## src/rtl/keypad_pkg.sv

```systemverilog
`default_nettype none
// ============================================================================
// Module      : keypad_pkg
// Description : Shared definitions for the 4x4 keypad scanner and the
//               downstream code-entry decoder: matrix geometry, scan-state
//               encoding, onehot key constants and a multi-key helper.
// Revision    : 1.0 - initial release
// ============================================================================
package keypad_pkg;

    localparam int KEY_ROWS = 4;
    localparam int KEY_COLS = 4;
    localparam int KEY_BITS = KEY_ROWS * KEY_COLS;

    // One state per driven column.
    typedef enum logic [1:0] {
        COL0 = 2'd0,
        COL1 = 2'd1,
        COL2 = 2'd2,
        COL3 = 2'd3
    } scan_state_e;

    // Onehot key codes, bit index = row*4 + col.
    // Physical layout:  row0: 1 2 3 SET
    //                   row1: 4 5 6 RESET
    //                   row2: 7 8 9 LOCK
    //                   row3: CLEAR 0 ENTER (spare)
    localparam logic [15:0] KEY_1     = 16'h0001;
    localparam logic [15:0] KEY_2     = 16'h0002;
    localparam logic [15:0] KEY_3     = 16'h0004;
    localparam logic [15:0] KEY_SET   = 16'h0008;
    localparam logic [15:0] KEY_4     = 16'h0010;
    localparam logic [15:0] KEY_5     = 16'h0020;
    localparam logic [15:0] KEY_6     = 16'h0040;
    localparam logic [15:0] KEY_RESET = 16'h0080;
    localparam logic [15:0] KEY_7     = 16'h0100;
    localparam logic [15:0] KEY_8     = 16'h0200;
    localparam logic [15:0] KEY_9     = 16'h0400;
    localparam logic [15:0] KEY_LOCK  = 16'h0800;
    localparam logic [15:0] KEY_CLEAR = 16'h1000;
    localparam logic [15:0] KEY_0     = 16'h2000;
    localparam logic [15:0] KEY_ENTER = 16'h4000;

    // True when two or more bits are set (clearing the lowest set bit
    // leaves something behind).
    function automatic logic multi_key(input logic [KEY_BITS-1:0] v);
        return (v & (v - KEY_BITS'(1))) != '0;
    endfunction

endpackage
`default_nettype wire

```

## src/rtl/keypad_scanner_if.sv

```systemverilog
`default_nettype none
// ============================================================================
// Module      : keypad_scanner_if
// Description : Keypad matrix pins plus the debounced key outputs.
//   row_in    : keypad rows, active low (driven by the keypad side)
//   col_out   : column drive, active low, one bit low at a time
//   onehot    : debounced key vector, bit = row*4 + col, 0 = no key
//   key_valid : |onehot
//   key_press : one-cycle pulse on a new nonzero commit
//   master = scanner, slave = keypad / downstream consumer
// Revision    : 1.0 - initial release
// ============================================================================
interface keypad_scanner_if;
    import keypad_pkg::*;

    logic [KEY_ROWS-1:0] row_in;
    logic [KEY_COLS-1:0] col_out;
    logic [KEY_BITS-1:0] onehot;
    logic                key_valid;
    logic                key_press;

    modport master (
        input  row_in,
        output col_out,
        output onehot,
        output key_valid,
        output key_press
    );

    modport slave (
        output row_in,
        input  col_out,
        input  onehot,
        input  key_valid,
        input  key_press
    );

endinterface
`default_nettype wire

```

## src/rtl/keypad_debounce.sv

```systemverilog
`default_nettype none
// ============================================================================
// Module      : keypad_debounce
// Description : Whole-frame debouncer. Counts consecutive identical frames
//               and commits a frame to onehot once it has been seen
//               DEBOUNCE_SCANS times in a row, rejecting multi-key frames.
//   clk, rst_n : clock, asynchronous active-low reset
//   frame_end  : one-cycle strobe, frame is complete this cycle
//   frame      : full 16-bit pressed snapshot
//   onehot     : committed key vector
//   key_valid  : |onehot
//   key_press  : one-cycle pulse when onehot takes a new nonzero value
// Revision    : 1.0 - initial release
// ============================================================================
module keypad_debounce
    import keypad_pkg::*;
#(
    parameter int DEBOUNCE_SCANS = 5
) (
    input  logic                clk,
    input  logic                rst_n,
    input  logic                frame_end,
    input  logic [KEY_BITS-1:0] frame,
    output logic [KEY_BITS-1:0] onehot,
    output logic                key_valid,
    output logic                key_press
);

    localparam int              CNT_W        = $clog2(DEBOUNCE_SCANS + 1);
    localparam logic [CNT_W-1:0] c_CNT_MAX    = CNT_W'(DEBOUNCE_SCANS);
    localparam logic [CNT_W-1:0] c_CNT_COMMIT = CNT_W'(DEBOUNCE_SCANS - 1);

    logic [KEY_BITS-1:0] r_prev;
    logic [CNT_W-1:0]    r_cnt;
    logic [KEY_BITS-1:0] r_onehot;
    logic                r_valid;
    logic                r_press;

    logic w_match;
    logic w_commit;
    logic w_accept;

    assign w_match  = (frame == r_prev);
    // Commit fires only on the step into saturation, so a held key
    // commits exactly once.
    assign w_commit = frame_end && w_match && (r_cnt == c_CNT_COMMIT);
    // Multi-key (ghost) frames consume the commit but leave onehot alone.
    assign w_accept = w_commit && !multi_key(frame);

    always_ff @(posedge clk or negedge rst_n) begin
        if (!rst_n) begin
            r_prev   <= '0;
            r_cnt    <= '0;
            r_onehot <= '0;
            r_valid  <= 1'b0;
            r_press  <= 1'b0;
        end else begin
            r_press <= 1'b0;
            if (frame_end) begin
                r_prev <= frame;
                if (w_match) begin
                    r_cnt <= (r_cnt == c_CNT_MAX) ? c_CNT_MAX : r_cnt + CNT_W'(1);
                end else begin
                    r_cnt <= CNT_W'(1);
                end
            end
            if (w_accept) begin
                r_onehot <= frame;
                r_valid  <= |frame;
                r_press  <= (frame != '0) && (frame != r_onehot);
            end
        end
    end

    assign onehot    = r_onehot;
    assign key_valid = r_valid;
    assign key_press = r_press;

endmodule
`default_nettype wire

```

## src/rtl/keypad_scanner.sv

```systemverilog
`default_nettype none
// ============================================================================
// Module      : keypad_scanner
// Description : 4x4 passive matrix keypad scanner. Drives one column low at
//               a time for SCAN_DIV cycles, samples the synchronized rows at
//               the last cycle of each column, assembles a 16-bit frame and
//               hands it to the debouncer at the end of COL3.
//   clk   : system clock
//   rst_n : asynchronous active-low reset
//   kp    : keypad_scanner_if.master (row_in, col_out, onehot, key_valid,
//           key_press)
// Revision    : 1.0 - initial release
// ============================================================================
module keypad_scanner
    import keypad_pkg::*;
#(
    parameter int SCAN_DIV       = 50000,
    parameter int DEBOUNCE_SCANS = 5
) (
    input  logic              clk,
    input  logic              rst_n,
    keypad_scanner_if.master  kp
);

    localparam int               DIV_W      = $clog2(SCAN_DIV);
    localparam logic [DIV_W-1:0] c_DIV_LAST = DIV_W'(SCAN_DIV - 1);

    localparam logic [1:0] c_ST_COL0 = COL0;
    localparam logic [1:0] c_ST_COL1 = COL1;
    localparam logic [1:0] c_ST_COL2 = COL2;
    localparam logic [1:0] c_ST_COL3 = COL3;

    logic [KEY_ROWS-1:0] r_row_meta;
    logic [KEY_ROWS-1:0] r_row_s;
    logic [DIV_W-1:0]    r_div;
    logic [1:0]          r_state;
    logic [KEY_COLS-1:0] r_col;
    logic [KEY_BITS-1:0] r_acc;

    logic [KEY_ROWS-1:0] w_pressed;
    logic                w_sample;
    logic                w_frame_end;
    logic [1:0]          w_state_next;
    logic [KEY_BITS-1:0] w_acc_next;

    // Two-flop synchronizer; rows idle high, so reset to all ones.
    always_ff @(posedge clk or negedge rst_n) begin
        if (!rst_n) begin
            r_row_meta <= '1;
            r_row_s    <= '1;
        end else begin
            r_row_meta <= kp.row_in;
            r_row_s    <= r_row_meta;
        end
    end

    assign w_pressed   = ~r_row_s;
    // Sampling on the last divider cycle leaves the column settle time plus
    // the synchronizer latency behind us.
    assign w_sample    = (r_div == c_DIV_LAST);
    assign w_frame_end = w_sample && (r_state == c_ST_COL3);

    always_comb begin
        w_state_next = c_ST_COL0;
        case (r_state)
            c_ST_COL0: w_state_next = c_ST_COL1;
            c_ST_COL1: w_state_next = c_ST_COL2;
            c_ST_COL2: w_state_next = c_ST_COL3;
            c_ST_COL3: w_state_next = c_ST_COL0;
            default:   w_state_next = c_ST_COL0;
        endcase
    end

    // Accumulator with the current column's rows merged in. At frame end
    // this is the complete frame including the COL3 bits of this cycle.
    always_comb begin
        w_acc_next = r_acc;
        for (int r = 0; r < KEY_ROWS; r++) begin
            for (int c = 0; c < KEY_COLS; c++) begin
                if (r_state == 2'(c)) begin
                    w_acc_next[r*KEY_COLS + c] = w_pressed[r];
                end
            end
        end
    end

    always_ff @(posedge clk or negedge rst_n) begin
        if (!rst_n) begin
            r_div   <= '0;
            r_state <= c_ST_COL0;
            r_col   <= 4'b1110;
            r_acc   <= '0;
        end else if (w_sample) begin
            r_div   <= '0;
            r_state <= w_state_next;
            // Column drive is registered so it never glitches between states.
            r_col   <= ~(4'b0001 << w_state_next);
            r_acc   <= w_acc_next;
        end else begin
            r_div   <= r_div + DIV_W'(1);
        end
    end

    keypad_debounce #(
        .DEBOUNCE_SCANS (DEBOUNCE_SCANS)
    ) u_debounce (
        .clk       (clk),
        .rst_n     (rst_n),
        .frame_end (w_frame_end),
        .frame     (w_acc_next),
        .onehot    (kp.onehot),
        .key_valid (kp.key_valid),
        .key_press (kp.key_press)
    );

    assign kp.col_out = r_col;

endmodule
`default_nettype wire
```

## src/flat_wrapper.sv

```systemverilog
// flat-port wrapper written by rule: the top's interface ports become plain ports
module keypad_scanner_flat import keypad_pkg::*;
#(
    parameter int SCAN_DIV       = 50000,
    parameter int DEBOUNCE_SCANS = 5
)
  (clk, rst_n, kp_row_in, kp_col_out, kp_onehot, kp_key_valid, kp_key_press);
  keypad_scanner_if kp_i ();
  input  logic clk;
  input  logic rst_n;
  input wire logic [$bits(kp_i.row_in)-1:0] kp_row_in;
  output wire logic [$bits(kp_i.col_out)-1:0] kp_col_out;
  output wire logic [$bits(kp_i.onehot)-1:0] kp_onehot;
  output wire logic [$bits(kp_i.key_valid)-1:0] kp_key_valid;
  output wire logic [$bits(kp_i.key_press)-1:0] kp_key_press;
  assign kp_i.row_in = kp_row_in;
  assign kp_col_out = kp_i.col_out;
  assign kp_onehot = kp_i.onehot;
  assign kp_key_valid = kp_i.key_valid;
  assign kp_key_press = kp_i.key_press;
  keypad_scanner #(.SCAN_DIV(SCAN_DIV), .DEBOUNCE_SCANS(DEBOUNCE_SCANS)) u_core (.clk(clk), .rst_n(rst_n), .kp(kp_i));
endmodule
```

## config.mk

```make
export PLATFORM = sky130hd
export DESIGN_NAME = keypad_scanner_flat
export DESIGN_NICKNAME = d
export VERILOG_FILES = /design/src/rtl/keypad_pkg.sv /design/src/rtl/keypad_scanner_if.sv /design/src/rtl/keypad_debounce.sv /design/src/rtl/keypad_scanner.sv /design/src/flat_wrapper.sv
export SDC_FILE = /design/constraint.sdc
export NUM_CORES = 1
export LEC_CHECK = 0
export BUFFER_PORTS_ARGS = -buffer_cell sky130_fd_sc_hd__clkbuf_2
export CORE_ASPECT_RATIO = 1.1
export CORE_UTILIZATION = 50
export DETAILED_ROUTE_END_ITERATION = 6
export PLACE_DENSITY = 0.79
export SLEW_MARGIN = 20
export SYNTH_ARGS = -nofsm -noshare
export SYNTH_HDL_FRONTEND = slang
export SYNTH_HIERARCHICAL = 1
export SYNTH_SLANG_ARGS = --single-unit
```

## constraint.sdc

```tcl
create_clock -name clk -period 4.9 [get_ports clk]
set_input_delay 0.735 -clock clk [delete_from_list [all_inputs] [get_ports clk]]
set_output_delay 0.735 -clock clk [all_outputs]
set_load 0.01 [all_outputs]
```

After elaboration in Yosys (flattened, before gate mapping)
Cells that the tools add are included.
- register bits after elaboration: 83
- bits of input ports: 6
- output and inout port bits: 22
- word-level logic and storage cells: 57
- $add $sub $neg: 3
- equal/unequal tests: 8
- shifts and indexed selects: 1
- mux-type cells: 21
- bitwise operators: 3
- reductions and logical operators: 10
- operator list (operator ; count):
    nonzero test 16 bit ; 2
    2-to-1 mux 1 bit ; 17
    adder 16 x 1 -> 16 bit, second input constant ; 1
    bitwise AND 16 bit ; 1
    equality test 16 bit ; 1
    equality test 16 bit, second input constant ; 1
    2-to-1 mux 16 bit ; 1
    != test 16 bit ; 1
    OR reduction 16 bit ; 1
    subtractor 16 x 1 -> 16 bit, second input constant ; 1
    NOT 4 bit ; 2
    case mux 2 bit (4 select lines) ; 1
    equality test 3 bit, second input constant ; 2
    2-to-1 mux 3 bit ; 2
    logical AND 1 bit ; 5
    equality test 2 bit, second input constant ; 2
    << shifter 1 x 2 -> 4 bit, first input constant ; 1
    adder 3 x 1 -> 3 bit, second input constant ; 1
    equality test 2 x 1 -> 1 bit, second input constant ; 1
    logical NOT 2 bit ; 1
    logical NOT 1 bit ; 1

Longest topological paths before layout
Gate-level depths: netlist (run 1).
- word-level depth: 8
- depth in mapped cells: 12
- mapped depth without buffers: 9

Hierarchy
The synthesis (run 1) kept the hierarchy.
- by module, submodules not included (module ; times used ; cells an instance ; area each (um2) ; sequential area each (um2)):
    keypad_scanner ; 1 ; 193 ; 2174.6 ; 1164.9
    keypad_debounce ; 1 ; 186 ; 2124.5 ; 925.9

Worst setup path before layout (run 1)
No wires, ideal clock.
- path kind: reg-to-reg
- start point: register u_core.r_state[0]
- end point: register u_core.u_debounce.r_onehot[0], in the netlist u_core/u_debounce/onehot[0]
- library setup time: 0.125 ns
- arrival: 3.497 ns
- required time: 4.775 ns
- slack: 1.278 ns
- cell stages (with the launch flop): 13
- buffers on the path: 3
- period minus slack after synthesis: 3.622 ns
- cell sequence: dfrtp_1 inv_1 ha_1 clkbuf_1 mux2i_1 buf_2 or4_4 or3_4 or4_1 a211oi_2 nand3_2 buf_6 mux2_4
- cells in the longest elaborated chain, start to end: 7
- elaborated cells between the ends (all ways): 29
- those cells by class: 1 x add/sub; 4 x eq/ne; 16 x mux; 1 x bitwise; 7 x reduce/logical
- RTL lines (item ; line ; source):
    start: declaration ; keypad_scanner.sv:36 ; logic [1:0] r_state;
    start signal: assignment ; keypad_scanner.sv:90 ; r_state <= c_ST_COL0;
    start signal: assignment ; keypad_scanner.sv:95 ; r_state <= w_state_next;
    equality test 2 bit * ; keypad_scanner.sv:80 ; if (r_state == 2'(c)) begin
    2-to-1 mux 1 bit * ; keypad_scanner.sv:80 ;
    via u_core.w_acc_next[6] ; keypad_scanner.sv:44 ; logic [KEY_BITS-1:0] w_acc_next;
    subtractor 16 x 1 -> 16 bit ; keypad_pkg.sv:47 ; return (v & (v - KEY_BITS'(1))) != '0;
    bitwise AND 16 bit ; keypad_pkg.sv:47 ;
    nonzero test 16 bit ; keypad_pkg.sv:47 ;
    logical NOT 1 bit ; keypad_debounce.sv:48 ; assign w_accept = w_commit && !multi_key(frame);
    logical AND 1 bit * ; keypad_debounce.sv:48 ;
    end signal: assignment ; keypad_debounce.sv:68 ; r_onehot <= frame;
    end: declaration ; keypad_debounce.sv:35 ; logic [KEY_BITS-1:0] r_onehot;
The timed path passes the listed nets; every way through them passes the cells marked *.
A chain may end at the register's enable or synchronous reset.

Worst setup path after layout (run 1)
- start point: register u_core.r_state[0]
- end point: register u_core.u_debounce.r_onehot[13], in the netlist u_core/u_debounce/onehot[13]
The elaborated chain is that of the path after synthesis.

==> results of run 1 <==
[logic make-up after synthesis]
kind of cell,count (synthesis)
compound gates,38
xor+xnor,47
fa+ha+maj,10
buf+inv,47
flops,83
mux,49
simple gates,105
[worst max-delay path, stage by stage, from the launching register on]
cell	delay, ps
dfrtp_1	440
inv_1	170
ha_1	350
mux2i_1	310
or4_4	610
or3_4	400
o311a_1	320
nor4b_2	370
nand3_2	510
mux2_4	480
[report_power, final]
part | internal (mW) | switching, mW
combinational | 0.0101 | 0.0254
sequential | 0.691 | 0.00259
clock | 0.235 | 0.234
[flip-flops by register name, indices dropped and copies added (netlist names)]
register / flops
u_core/r_acc: 16
u_core/r_div: 16
u_core/u_debounce/onehot: 16
u_core/u_debounce/r_prev: 16
u_core/kp.col_out: 4
u_core/r_row_meta: 4
u_core/r_row_s: 4
u_core/u_debounce/r_cnt: 3
u_core/r_state: 2
u_core/u_debounce/key_press: 1
u_core/u_debounce/key_valid: 1
[area by class of cell]
type | instances | area share
flip-flops and latches | 83 | 0.444
multi-input cells | 249 | 0.421
repair buffers | 39 | 0.0492
clock buffers | 13 | 0.0295
well taps | 111 | 0.0295
inverters | 22 | 0.0176
clock inverters | 3 | 0.00851
[cell usage in the layout (no fill, tap or decap), types with 12 or more instances in the layout]
| cell | n |
|---|---|
| dfrtp_1 | 72 |
| xnor2_1 | 35 |
| nor2_1 | 27 |
| clkbuf_2 | 26 |
| mux2_2 | 24 |
| inv_1 | 21 |
| a21oi_1 | 21 |
| mux2i_1 | 16 |
| nand2_1 | 12 |
| xor2_1 | 12 |
| nand4_1 | 12 |
| buf_4 | 12 |
[worst paths after layout]
check | startpoint | to | depth (start not counted)
worst max-delay path | u_core/r_state[0] | u_core/u_debounce/onehot[13] | 9
worst min-delay path | u_core/r_row_meta[2] | u_core/r_row_s[2] | 0
worst max register to register | u_core/r_state[0] | u_core/u_debounce/onehot[13] | 9
worst min register to register | u_core/r_row_meta[2] | u_core/r_row_s[2] | 0
max in group asynchronous | rst_n | u_core/r_acc[14] | 1
min in group asynchronous | rst_n | u_core/kp.col_out[0] | 1
[routing by layer]
metal,wire length (um),share of wire
met1,3820,0.45
met2,3980,0.46
met3,447,0.052
met4,320,0.037
met5,0,0
[per-stage QoR]
| step | hold WS, ps | utilization | instance area (sq um) |
|---|---|---|---|
| floorplan | 345 | - | 4300 |
| global placement | 346 | 0.541 | 4520 |
| detailed placement | 347 | 0.541 | 4520 |
| CTS | 354 | 0.562 | 4700 |
| global route | 361 | 0.562 | 4700 |
| finish | 351 | 0.562 | 4700 |
==> impl_metrics.ini, run 1 <==
[finish]
diodes = 0
stdcell_count = 520
multiInputGateArea_sq_um = 1980
area_growth_syn_to_layout_pct = 9.43
seqCellArea_sq_um = 2090
nets = 419
fillers = 722
drive_gt1_frac = 0.271

[floorplanning]
die_area_sq_um = 8970
num_rows = 35
die_h_um = 99.3
start_util = 0.514
io_pins = 28
chipWidth_um = 90.4
core_sq_um = 8360

[route]
vias = 2850
wl_per_cell_um = 16.5
drc = 0
routed_wl_um = 8570
viasPerCell = 5.48
drt_pass1_iterations = 4
drtAntennaViolNets = 0
drt_iter0_markers = 150

[timing]
maxSlewViolCount = 0
hold_viol = 0
worstMarginPinSlew_ps = 925
setup_viol = 0
period_minus_slack_ps = 4100
relSlewSlack = 0.366
fin_setup_tns_ps = 0
fin_crit_sh = 0.837
fin_skew_ps = 9.60
fin_ws_ps = 800
rsz0062_at_grt = false
clock.fmax_mhz = 244

[grt]
grt_use_met2 = 0.324
overflow = 0
antenna_found_initial = 0
top_usage_layer = met2
grt_max_degree = 84
gr-usage-all-layers = 0.206
grt_pass1_vias = 2820
grtUsageMet3 = 0.0443
use_met1 = 0.262
grt_pass1_wl_um = 14100

[yosys]
netlist_area_sq_um = 4300
synth_area_leaders = dfrtp_1 42%, xnor2_1 7.1%, dfstp_2 6.7%, mux2_2 6.3%, mux2i_1 3.7%
synth_seq_cells = 83
synth-edff-count = 0
yosysSeqAreaShare = 0.486
synthCells = 379
syn-num-nets = 394
async_flop_share = 1.00
synth_flop_cell = dfrtp_1
synth_warnings = 6
synth.top_cells.by_count = 72 x dfrtp_1, 35 x xnor2_1, 27 x nor2_1
netlist.top_cell.by_area = dfrtp_1
synth_adder_area_share = 0.0285
syn_avg_cell_area_sq_um = 11.3
ys_types = 54
synth_top_area_share = 0.419
synth_top_family_by_area = simple AND/OR/NAND/NOR gates
synth_compound_area_frac = 0.0512
synth_xor_area_frac = 0.0958
synth-simple-area-share = 0.154
muxShareOfSynthArea = 0.132
yosysMostFrequentCell = dfrtp_1

[clock_network]
cts-buffers-inserted = 9
cts.sinks = 83
clock_path_buffers = 2
postCtsResizedCells = 0
cts_tree = built
ctsHtreeMaxLevel = 3
hold_buffers = 0
path_clk_slew_ps = 80
root_buffer = clkbuf_8
post_cts_buffers = 0
clock_latency_ps = 360

[status]
status = complete, no violations

[placed_design]
hpwl_um = 5850
dp_slack_ps = 858
placed_cells = 504
port_buffers = 27
gp_congestion = 0.879

[power]
total_power_mw = 1.20
p_leak_nw = 2.30
power_density_nw_per_um2 = 254
ir_drop_mv = 0.184

[setup_path]
required_ps = 5140
path_max_fanout = 17
crit_type = reg2reg
start_kind = flop
cp.arrival_ps = 4340
crit_path_end_kind = flop
reg2reg_slack_ps = 800

[worst_hold_path]
hold_class = reg2reg

[flow_run]
cap_violations = 0
Note: power is estimated with default switching activity, not from simulation.
==> run 2, diff against run 1 <==
- clock period: 4.9 -> 4.3 ns (I/O delays scaled with it)
==> run 2 against run 1 <==
Compared with the run above:
- via count increased by 0.70%
- core utilization grew 0.76 points
- largest power group unchanged
- critical path depth rose by 1
- clock power rose by 22%
- die area stayed put
- largest cell class unchanged
- wire length grew 2.4%
- fmax increased by 4.6%
- sequential power grew 14%
- critical path type unchanged
- critical endpoint is now u_core/u_debounce/onehot[1]
==> impl_metrics.ini, run 2 (synthesized netlist as in run 1, its figures left out) <==
[clock_network]
clock_latency_ps = 360
ctsHtreeMaxLevel = 3
clock_path_buffers = 2
post_cts_buffers = 0
cts-buffers-inserted = 9
root_buffer = clkbuf_8
postCtsResizedCells = 0
path_clk_slew_ps = 80
cts.sinks = 83
cts_tree = built
hold_buffers = 0

[power]
p_leak_nw = 2.34
swShare = 0.217
comb_power_share = 0.031
power.switching_mw = 0.304
ir_drop_mv = 0.203
seqPwrFrac = 0.562
power_density_nw_per_um2 = 295
p_int_mw = 1.10
clkPwrFrac = 0.407

[finish]
seqCellArea_sq_um = 2090
final_common_cell = dfrtp_1
diodes = 0
fillers = 707
multiInputGateArea_sq_um = 1980
fin_util = 0.570
nets = 424
area_growth_syn_to_layout_pct = 10.9
drive_gt1_frac = 0.285
mostFrequentLayoutCells = 72 x dfrtp_1, 35 x xnor2_1, 27 x nor2_1

[setup_path]
reg2reg_slack_ps = 380
crit_type = reg2reg
cp_slowest_cell = or4_4
start_kind = flop
path_max_fanout = 17
crit_chain = inv_1, ha_1, mux2i_1, buf_4, or4_4, or3_4, or4_1, a211oi_2, nand3_2, mux2_4
crit_path_end_kind = flop
path_buf_inv = 2
slowest_delay_ps = 520
required_ps = 4540
cp.arrival_ps = 4160
crit_family = simple AND/OR/NAND/NOR gates

[flow_run]
cap_violations = 0

[timing]
worstMarginPinSlew_ps = 908
fin_crit_sh = 0.911
fin_skew_ps = 5.99
fin_setup_tns_ps = 0
hold_viol = 0
maxSlewViolCount = 0
relSlewSlack = 0.377
rsz0062_at_grt = false
fin_hold_ws_ps = 315
period_minus_slack_ps = 3920
setup_viol = 0
clock.fmax_mhz = 255

[floorplanning]
start_util = 0.514
die_h_um = 99.3
io_pins = 28
num_rows = 35
core_sq_um = 8360
die_area_sq_um = 8970
chipWidth_um = 90.4

[grt]
grt_pass1_wl_um = 14700
gr-usage-all-layers = 0.211
grt_pass1_vias = 3011
antenna_found_initial = 0
overflow = 0
grt_max_degree = 84

[route]
wl_per_cell_um = 16.7
routed_wl_um = 8770
viasPerCell = 5.47
drt_iter0_markers = 172
drt_pass1_iterations = 5
drtAntennaViolNets = 0
vias = 2870
drc = 0

[placed_design]
gp_congestion = 0.929
port_buffers = 27
hpwl_um = 6110

[worst_hold_path]
hold_class = in2async

[status]
status = complete, no violations
run 2: changes by cell type in the layout (fill, tap and decap cells not counted):
cell	previous run	this run
clkbuf_1	4	2
clkbuf_8	9	11
clkinvlp_4	0	1
clkinv_4	0	1
clkinv_2	2	0
buf_4	12	17
run 2: path summary, 6_finish.rpt:
| kind | start | end | cells past startpoint |
|---|---|---|---|
| max | u_core/r_state[0] | u_core/u_debounce/onehot[1] | 10 |
| min | rst_n | u_core/kp.col_out[0] | 1 |
| max reg2reg | u_core/r_state[0] | u_core/u_debounce/onehot[1] | 10 |
| min reg2reg | u_core/r_row_meta[1] | u_core/r_row_s[1] | 0 |
| max in group asynchronous | rst_n | u_core/u_debounce/r_cnt[0] | 1 |
| min in group clk | kp_row_in[1] | u_core/r_row_meta[1] | 1 |
run 2: power groups by stage:
| stage | clock network, mW | logic (mW) | registers (mW) |
|---|---|---|---|
| floorplan | 0 | 0.0182 | 0.804 |
| global placement | 0 | 0.0421 | 0.805 |
| detailed placement | 0 | 0.0428 | 0.806 |
| CTS | 0.589 | 0.0432 | 0.790 |
| global route | 0.620 | 0.0485 | 0.791 |
| finish | 0.572 | 0.0430 | 0.791 |
run 2: per-layer routing:
layer / GRT usage / share of wire / up-vias
li1: - / - / 1351
met1: 0.263 / 0.44 / 1405
met2: 0.341 / 0.47 / 87
met3: 0.0390 / 0.052 / 27
met4: 0.138 / 0.040 / 0
met5: 0 / 0 / -
run 2: area by class of cell:
class / instances / area share
clock buffer: 13 / 0.0333
clock inverter: 3 / 0.00971
tap: 111 / 0.0291
sequential: 83 / 0.438
timing repair buffer: 44 / 0.0564
inverter: 22 / 0.0173
multi-input combinational: 249 / 0.416
run 2: per-stage QoR:
stage	worst slack [ps]	power [mW]	area [sq um]	std cells
6_report	382	1.41	4770	525
5_1_grt	150	1.46	4770	525
4_1_cts	385	1.42	4760	525
3_5_place_dp	417	0.848	4560	509
3_3_place_gp	564	0.847	4560	509
2_1_floorplan	678	0.822	4300	379
